## src/rtl/ntp_time_snapshot.sv

```systemverilog
// AXI4-Lite view of a live NTP clock: atomic live read, armed snapshot, update count, stale flag.
// Accept at N -> register/bvalid/rvalid at N+1; responses hold until bready/rready, no new accept meanwhile.
module ntp_time_snapshot #(
    parameter logic [31:0] STALE_LIMIT_RESET = 32'd125_000_000
) (
    input  logic        axi_aclk,
    input  logic        reset,
    input  logic [63:0] ntp_time,
    input  logic        ntp_time_upd,
    input  logic [4:0]  axi_awaddr,
    input  logic        axi_awvalid,
    output logic        axi_awready,
    input  logic [31:0] axi_wdata,
    input  logic [3:0]  axi_wstrb,
    input  logic        axi_wvalid,
    output logic        axi_wready,
    output logic [1:0]  axi_bresp,
    output logic        axi_bvalid,
    input  logic        axi_bready,
    input  logic [4:0]  axi_araddr,
    input  logic        axi_arvalid,
    output logic        axi_arready,
    output logic [31:0] axi_rdata,
    output logic [1:0]  axi_rresp,
    output logic        axi_rvalid,
    input  logic        axi_rready,
    output logic        stale
);

    localparam logic [2:0] A_CTRL    = 3'd0;
    localparam logic [2:0] A_UPD_CNT = 3'd1;
    localparam logic [2:0] A_SNAP_HI = 3'd2;
    localparam logic [2:0] A_SNAP_LO = 3'd3;
    localparam logic [2:0] A_LIVE_HI = 3'd4;
    localparam logic [2:0] A_LIVE_LO = 3'd5;
    localparam logic [2:0] A_LIMIT   = 3'd6;
    localparam logic [2:0] A_UNMAP   = 3'd7;

    logic        r_bvalid;
    logic [1:0]  r_bresp;
    logic        r_rvalid;
    logic [1:0]  r_rresp;
    logic [31:0] r_rdata;
    logic [31:0] r_upd_cnt;
    logic [31:0] r_snap_hi;
    logic [31:0] r_snap_lo;
    logic [31:0] r_live_shadow;
    logic [31:0] r_stale_limit;
    logic [31:0] r_age;
    logic        r_armed;
    logic        r_snap_valid;
    logic        r_stale;

    logic        w_wr_acc;
    logic        w_rd_acc;
    logic [2:0]  w_widx;
    logic [2:0]  w_ridx;
    logic        w_arm;
    logic        w_clr;
    logic [31:0] w_rd_dat;
    logic        w_unused;

    assign w_unused = &{1'b0, axi_awaddr[1:0], axi_araddr[1:0]};

    assign w_widx   = axi_awaddr[4:2];
    assign w_ridx   = axi_araddr[4:2];
    assign w_wr_acc = axi_awvalid & axi_wvalid & ~r_bvalid;
    assign w_rd_acc = axi_arvalid & ~r_rvalid;
    assign w_arm    = w_wr_acc & (w_widx == A_CTRL) & axi_wstrb[0] & axi_wdata[0];
    assign w_clr    = w_wr_acc & (w_widx == A_CTRL) & axi_wstrb[0] & axi_wdata[1];

    assign axi_awready = w_wr_acc;
    assign axi_wready  = w_wr_acc;
    assign axi_arready = w_rd_acc;
    assign axi_bvalid  = r_bvalid;
    assign axi_bresp   = r_bresp;
    assign axi_rvalid  = r_rvalid;
    assign axi_rresp   = r_rresp;
    assign axi_rdata   = r_rdata;
    assign stale       = r_stale;

    // LIVE_HI comes straight from the input so the HI/shadow pair is sampled in one cycle.
    always_comb begin
        w_rd_dat = 32'd0;
        case (w_ridx)
            A_CTRL:    w_rd_dat = {29'd0, r_stale, r_armed, r_snap_valid};
            A_UPD_CNT: w_rd_dat = r_upd_cnt;
            A_SNAP_HI: w_rd_dat = r_snap_hi;
            A_SNAP_LO: w_rd_dat = r_snap_lo;
            A_LIVE_HI: w_rd_dat = ntp_time[63:32];
            A_LIVE_LO: w_rd_dat = r_live_shadow;
            A_LIMIT:   w_rd_dat = r_stale_limit;
            default:   w_rd_dat = 32'd0;
        endcase
    end

    always_ff @(posedge axi_aclk or posedge reset) begin
        if (reset) begin
            r_bvalid <= 1'b0;
            r_bresp  <= 2'b00;
        end else if (w_wr_acc) begin
            r_bvalid <= 1'b1;
            r_bresp  <= (w_widx == A_UNMAP) ? 2'b10 : 2'b00;
        end else if (axi_bready) begin
            r_bvalid <= 1'b0;
        end
    end

    always_ff @(posedge axi_aclk or posedge reset) begin
        if (reset) begin
            r_rvalid <= 1'b0;
            r_rresp  <= 2'b00;
            r_rdata  <= 32'd0;
        end else if (w_rd_acc) begin
            r_rvalid <= 1'b1;
            r_rresp  <= (w_ridx == A_UNMAP) ? 2'b10 : 2'b00;
            r_rdata  <= w_rd_dat;
        end else if (axi_rready) begin
            r_rvalid <= 1'b0;
        end
    end

    always_ff @(posedge axi_aclk or posedge reset) begin
        if (reset) begin
            r_live_shadow <= 32'd0;
        end else if (w_rd_acc && (w_ridx == A_LIVE_HI)) begin
            r_live_shadow <= ntp_time[31:0];
        end
    end

    always_ff @(posedge axi_aclk or posedge reset) begin
        if (reset) begin
            r_upd_cnt <= 32'd0;
        end else if (w_clr) begin
            r_upd_cnt <= 32'd0;
        end else if (ntp_time_upd) begin
            r_upd_cnt <= r_upd_cnt + 32'd1;
        end
    end

    // A fresh ARM wins over a same-cycle strobe, so capture always needs a later strobe.
    always_ff @(posedge axi_aclk or posedge reset) begin
        if (reset) begin
            r_armed      <= 1'b0;
            r_snap_valid <= 1'b0;
            r_snap_hi    <= 32'd0;
            r_snap_lo    <= 32'd0;
        end else if (w_arm) begin
            r_armed      <= 1'b1;
            r_snap_valid <= 1'b0;
        end else if (r_armed && ntp_time_upd) begin
            r_armed      <= 1'b0;
            r_snap_valid <= 1'b1;
            r_snap_hi    <= ntp_time[63:32];
            r_snap_lo    <= ntp_time[31:0];
        end
    end

    always_ff @(posedge axi_aclk or posedge reset) begin
        if (reset) begin
            r_stale_limit <= STALE_LIMIT_RESET;
        end else if (w_wr_acc && (w_widx == A_LIMIT)) begin
            for (int b = 0; b < 4; b++) begin
                if (axi_wstrb[b]) begin
                    r_stale_limit[8*b +: 8] <= axi_wdata[8*b +: 8];
                end
            end
        end
    end

    always_ff @(posedge axi_aclk or posedge reset) begin
        if (reset) begin
            r_age   <= 32'd0;
            r_stale <= 1'b0;
        end else begin
            r_stale <= (r_age >= r_stale_limit);
            if (ntp_time_upd) begin
                r_age <= 32'd0;
            end else if (r_age != 32'hFFFF_FFFF) begin
                r_age <= r_age + 32'd1;
            end
        end
    end

endmodule

```

## config.mk

```make
export PLATFORM = sky130hd
export DESIGN_NAME = ntp_time_snapshot
export DESIGN_NICKNAME = d
export VERILOG_FILES = /design/src/rtl/ntp_time_snapshot.sv
export SDC_FILE = /design/constraint.sdc
export NUM_CORES = 1
export LEC_CHECK = 0
export ABC_AREA = 1
export BUFFER_PORTS_ARGS = -buffer_cell sky130_fd_sc_hd__buf_4
export CORE_ASPECT_RATIO = 1.75
export CORE_MARGIN = 5
export CORE_UTILIZATION = 43
export DETAILED_ROUTE_END_ITERATION = 10
export PLACE_DENSITY = 0.59
export REMOVE_ABC_BUFFERS = 1
export SLEW_MARGIN = 20
export SYNTH_ARGS = -nofsm -noshare
export SYNTH_HDL_FRONTEND = slang
export SYNTH_SLANG_ARGS = --single-unit
```

## constraint.sdc

```tcl
create_clock -name axi_aclk -period 9.49 [get_ports axi_aclk]
set_input_delay 0.4745 -clock axi_aclk [delete_from_list [all_inputs] [get_ports axi_aclk]]
set_output_delay 0.4745 -clock axi_aclk [all_outputs]
set_load 0.01 [all_outputs]
```

==> qor.yml <==
status: "complete, no violations"
yosys_warnings: 0
setup_viol: 0
initial_core_util: 0.4362
routed_wl_mm: 40.36
multiInputGateArea_um2: 5365
leakage_nw: 7.675
cp.required_ps: 9020
drtPass1Iterations: 5
die_h_um: 235.8
clk_latency_ps: 530
clockBufferDepth: 3
htreeDepth: 1
cts_tree: "yes"
cts_setup_buffers: 0
critPathLaunchType: "register"
dp_hpwl_mm: 29.36
grt_usage: 0.2448
route.detailed.drc: 0
slew-limit-headroom: 0.3312
ys_types: 38
final_common_cell: "nand2_1"
placed_area_um2: 13950
seqCellArea_um2: 5797
synth_cells: 1712
max_freq_ghz: 0.3501
ctsResizeCount: 0
cts_sinks: 231
grt_setup_unrepaired: "false"
slew_viol_final: 0
power_density_nw_per_um2: 195.1
drv_cap: 0
syn_area_um2: 12530
antenna_left: 0
layout-drive-gt1-share: 0.1335
finClkSkew_ps: 7.939
hold_violations: 0
antennaDiodeCount: 0
synth-edff-count: 0
worstPathArrival_ps: 2380
rows: 82
gp_congestion: 0.9868
io_buffers: 153
setup_tns_ps: 0
fin_crit_sh: 0.3010
grt_antenna_before_repair: 0
grt_pass1_wl_mm: 63.22
synth-seq-cells: 231
fill_cells: 2935
vias_per_cell: 5.140
crit_type: "reg -> out"
ys_seq_area_frac: 0.4626
drt-initial-drc-count: 605
path_clk_slew_ps: 70
period_minus_slack_ps: 2856
grt_pass1_vias: 11380
core_um2: 28730
syn2layout_area_growth_pct: 17.57
io_pins: 160
worst_pin_slew_ps: 1000
drt-wirelength-per-cell_um: 18.11
vdd_ir_drop_max_mv: 0.1328
design.die.area_um2: 32790
async_reset_ff_frac: 1.000
ys.flop_type: "dfrtp_1"
die_w_um: 139.0
cts_buffers: 23
design_area_um2: 14730
grt_overflow: 0
nets: 1985
grt_max_degree: 126
min_path_type: "in -> async"
syn_area_per_cell_um2: 7.319
path_max_fanout: 36
final_cell_mix: "nand2_1 (477), inv_1 (284), dfrtp_1 (218)"
vias: 11450
cts_root_buffer: "clkbuf_16"
crit_path_end_kind: "output pin"
cts_hold_buf: 0
## worst max-delay path, stage by stage, from the launching register on
cell	delay, ps
dfrtp_1	350
inv_1	60
nand2_2	630
clkinv_1	230
buf_4	340
buf_4	210
## flip-flops by register name, summed over array words and instances (netlist names), 32 cells and up
register	cells
r_snap_hi	32
r_live_shadow	32
r_upd_cnt	32
r_stale_limit	32
r_age	32
axi_rdata	32
r_snap_lo	32
## synthesized netlist by cell type (2+ instances only)
library cell | instances | area [um^2]
a21oi_1 | 27 | 135.1
buf_1 | 3 | 11.26
buf_2 | 46 | 230.2
buf_4 | 3 | 22.52
clkbuf_1 | 16 | 60.06
dfrtp_1 | 218 | 5455
dfstp_2 | 13 | 341.6
ha_1 | 34 | 425.4
inv_1 | 285 | 1070
inv_2 | 2 | 7.510
nand2_1 | 478 | 1794
nand2_2 | 2 | 12.51
nand3_1 | 104 | 520.5
nand4_1 | 32 | 200.2
nor2_1 | 155 | 581.8
nor2_2 | 8 | 50.05
nor3_1 | 21 | 105.1
nor4_1 | 3 | 18.77
o211ai_1 | 2 | 15.01
o21ai_0 | 148 | 740.7
o21ai_1 | 2 | 10.01
o22ai_1 | 81 | 506.7
o31ai_1 | 4 | 30.03
or2_2 | 11 | 68.82
## area by class of cell
class,instances,area share
clock inverters,8,0.008068
well taps,378,0.03210
clock buffers,34,0.04527
inverters,288,0.07388
repair buffers,163,0.08306
flip-flops and latches,231,0.3935
multi-input cells,1126,0.3642
## metrics by stage
stage,cells,hold slack (ps),setup WS (ps),utilization,power (mW)
global route,2228,135.4,6442,0.5128,3.042
finish,2228,119.1,6634,0.5128,2.875
global placement,2186,464.9,6421,0.4855,1.904
CTS,2228,86.34,6556,0.5128,2.903
detailed placement,2186,467.0,6364,0.4855,1.924
floorplan,1645,453.0,2704,-,1.657
## path summary, 6_finish.rpt
| kind | to | startpoint | cells past startpoint | slack [ps] |
|---|---|---|---|---|
| max | axi_arready | axi_rvalid | 5 | 6630 |
| min | r_stale_limit[7] | reset | 2 | 120 |
| max reg2reg | r_age[1] | r_age[0] | 8 | 6860 |
| min reg2reg | axi_rdata[11] | axi_rdata[11] | 2 | 480 |
| max in group asynchronous | r_live_shadow[22] | reset | 4 | 7330 |
| min in group axi_aclk | axi_bvalid | axi_bready | 2 | 120 |
## where the power goes
part | switching, mW | internal [mW]
clock network | 0.402 | 0.569
logic | 0.380 | 0.227
registers | 0.111 | 1.19
total | 0.893 | 1.98
## cell families after synthesis
logic type      after synthesis  share of synthesized area
simple gates                819                     0.2717
buf+inv                     356                     0.1121
compound gates              270                     0.1186
flops                       231                     0.4626
fa+ha+maj                    34                    0.03395
xor+xnor                      1                  0.0006991
other cells                   1                  0.0002993
## layer usage
metal / vias up / track usage / wire length, um
li1: 5677 / - / -
met1: 5374 / 0.2752 / 15060
met2: 296 / 0.4514 / 21500
met3: 105 / 0.02878 / 1541
met4: 0 / 0.1249 / 2254
met5: - / 0 / 0
Power figures use the tool's default switching activity.
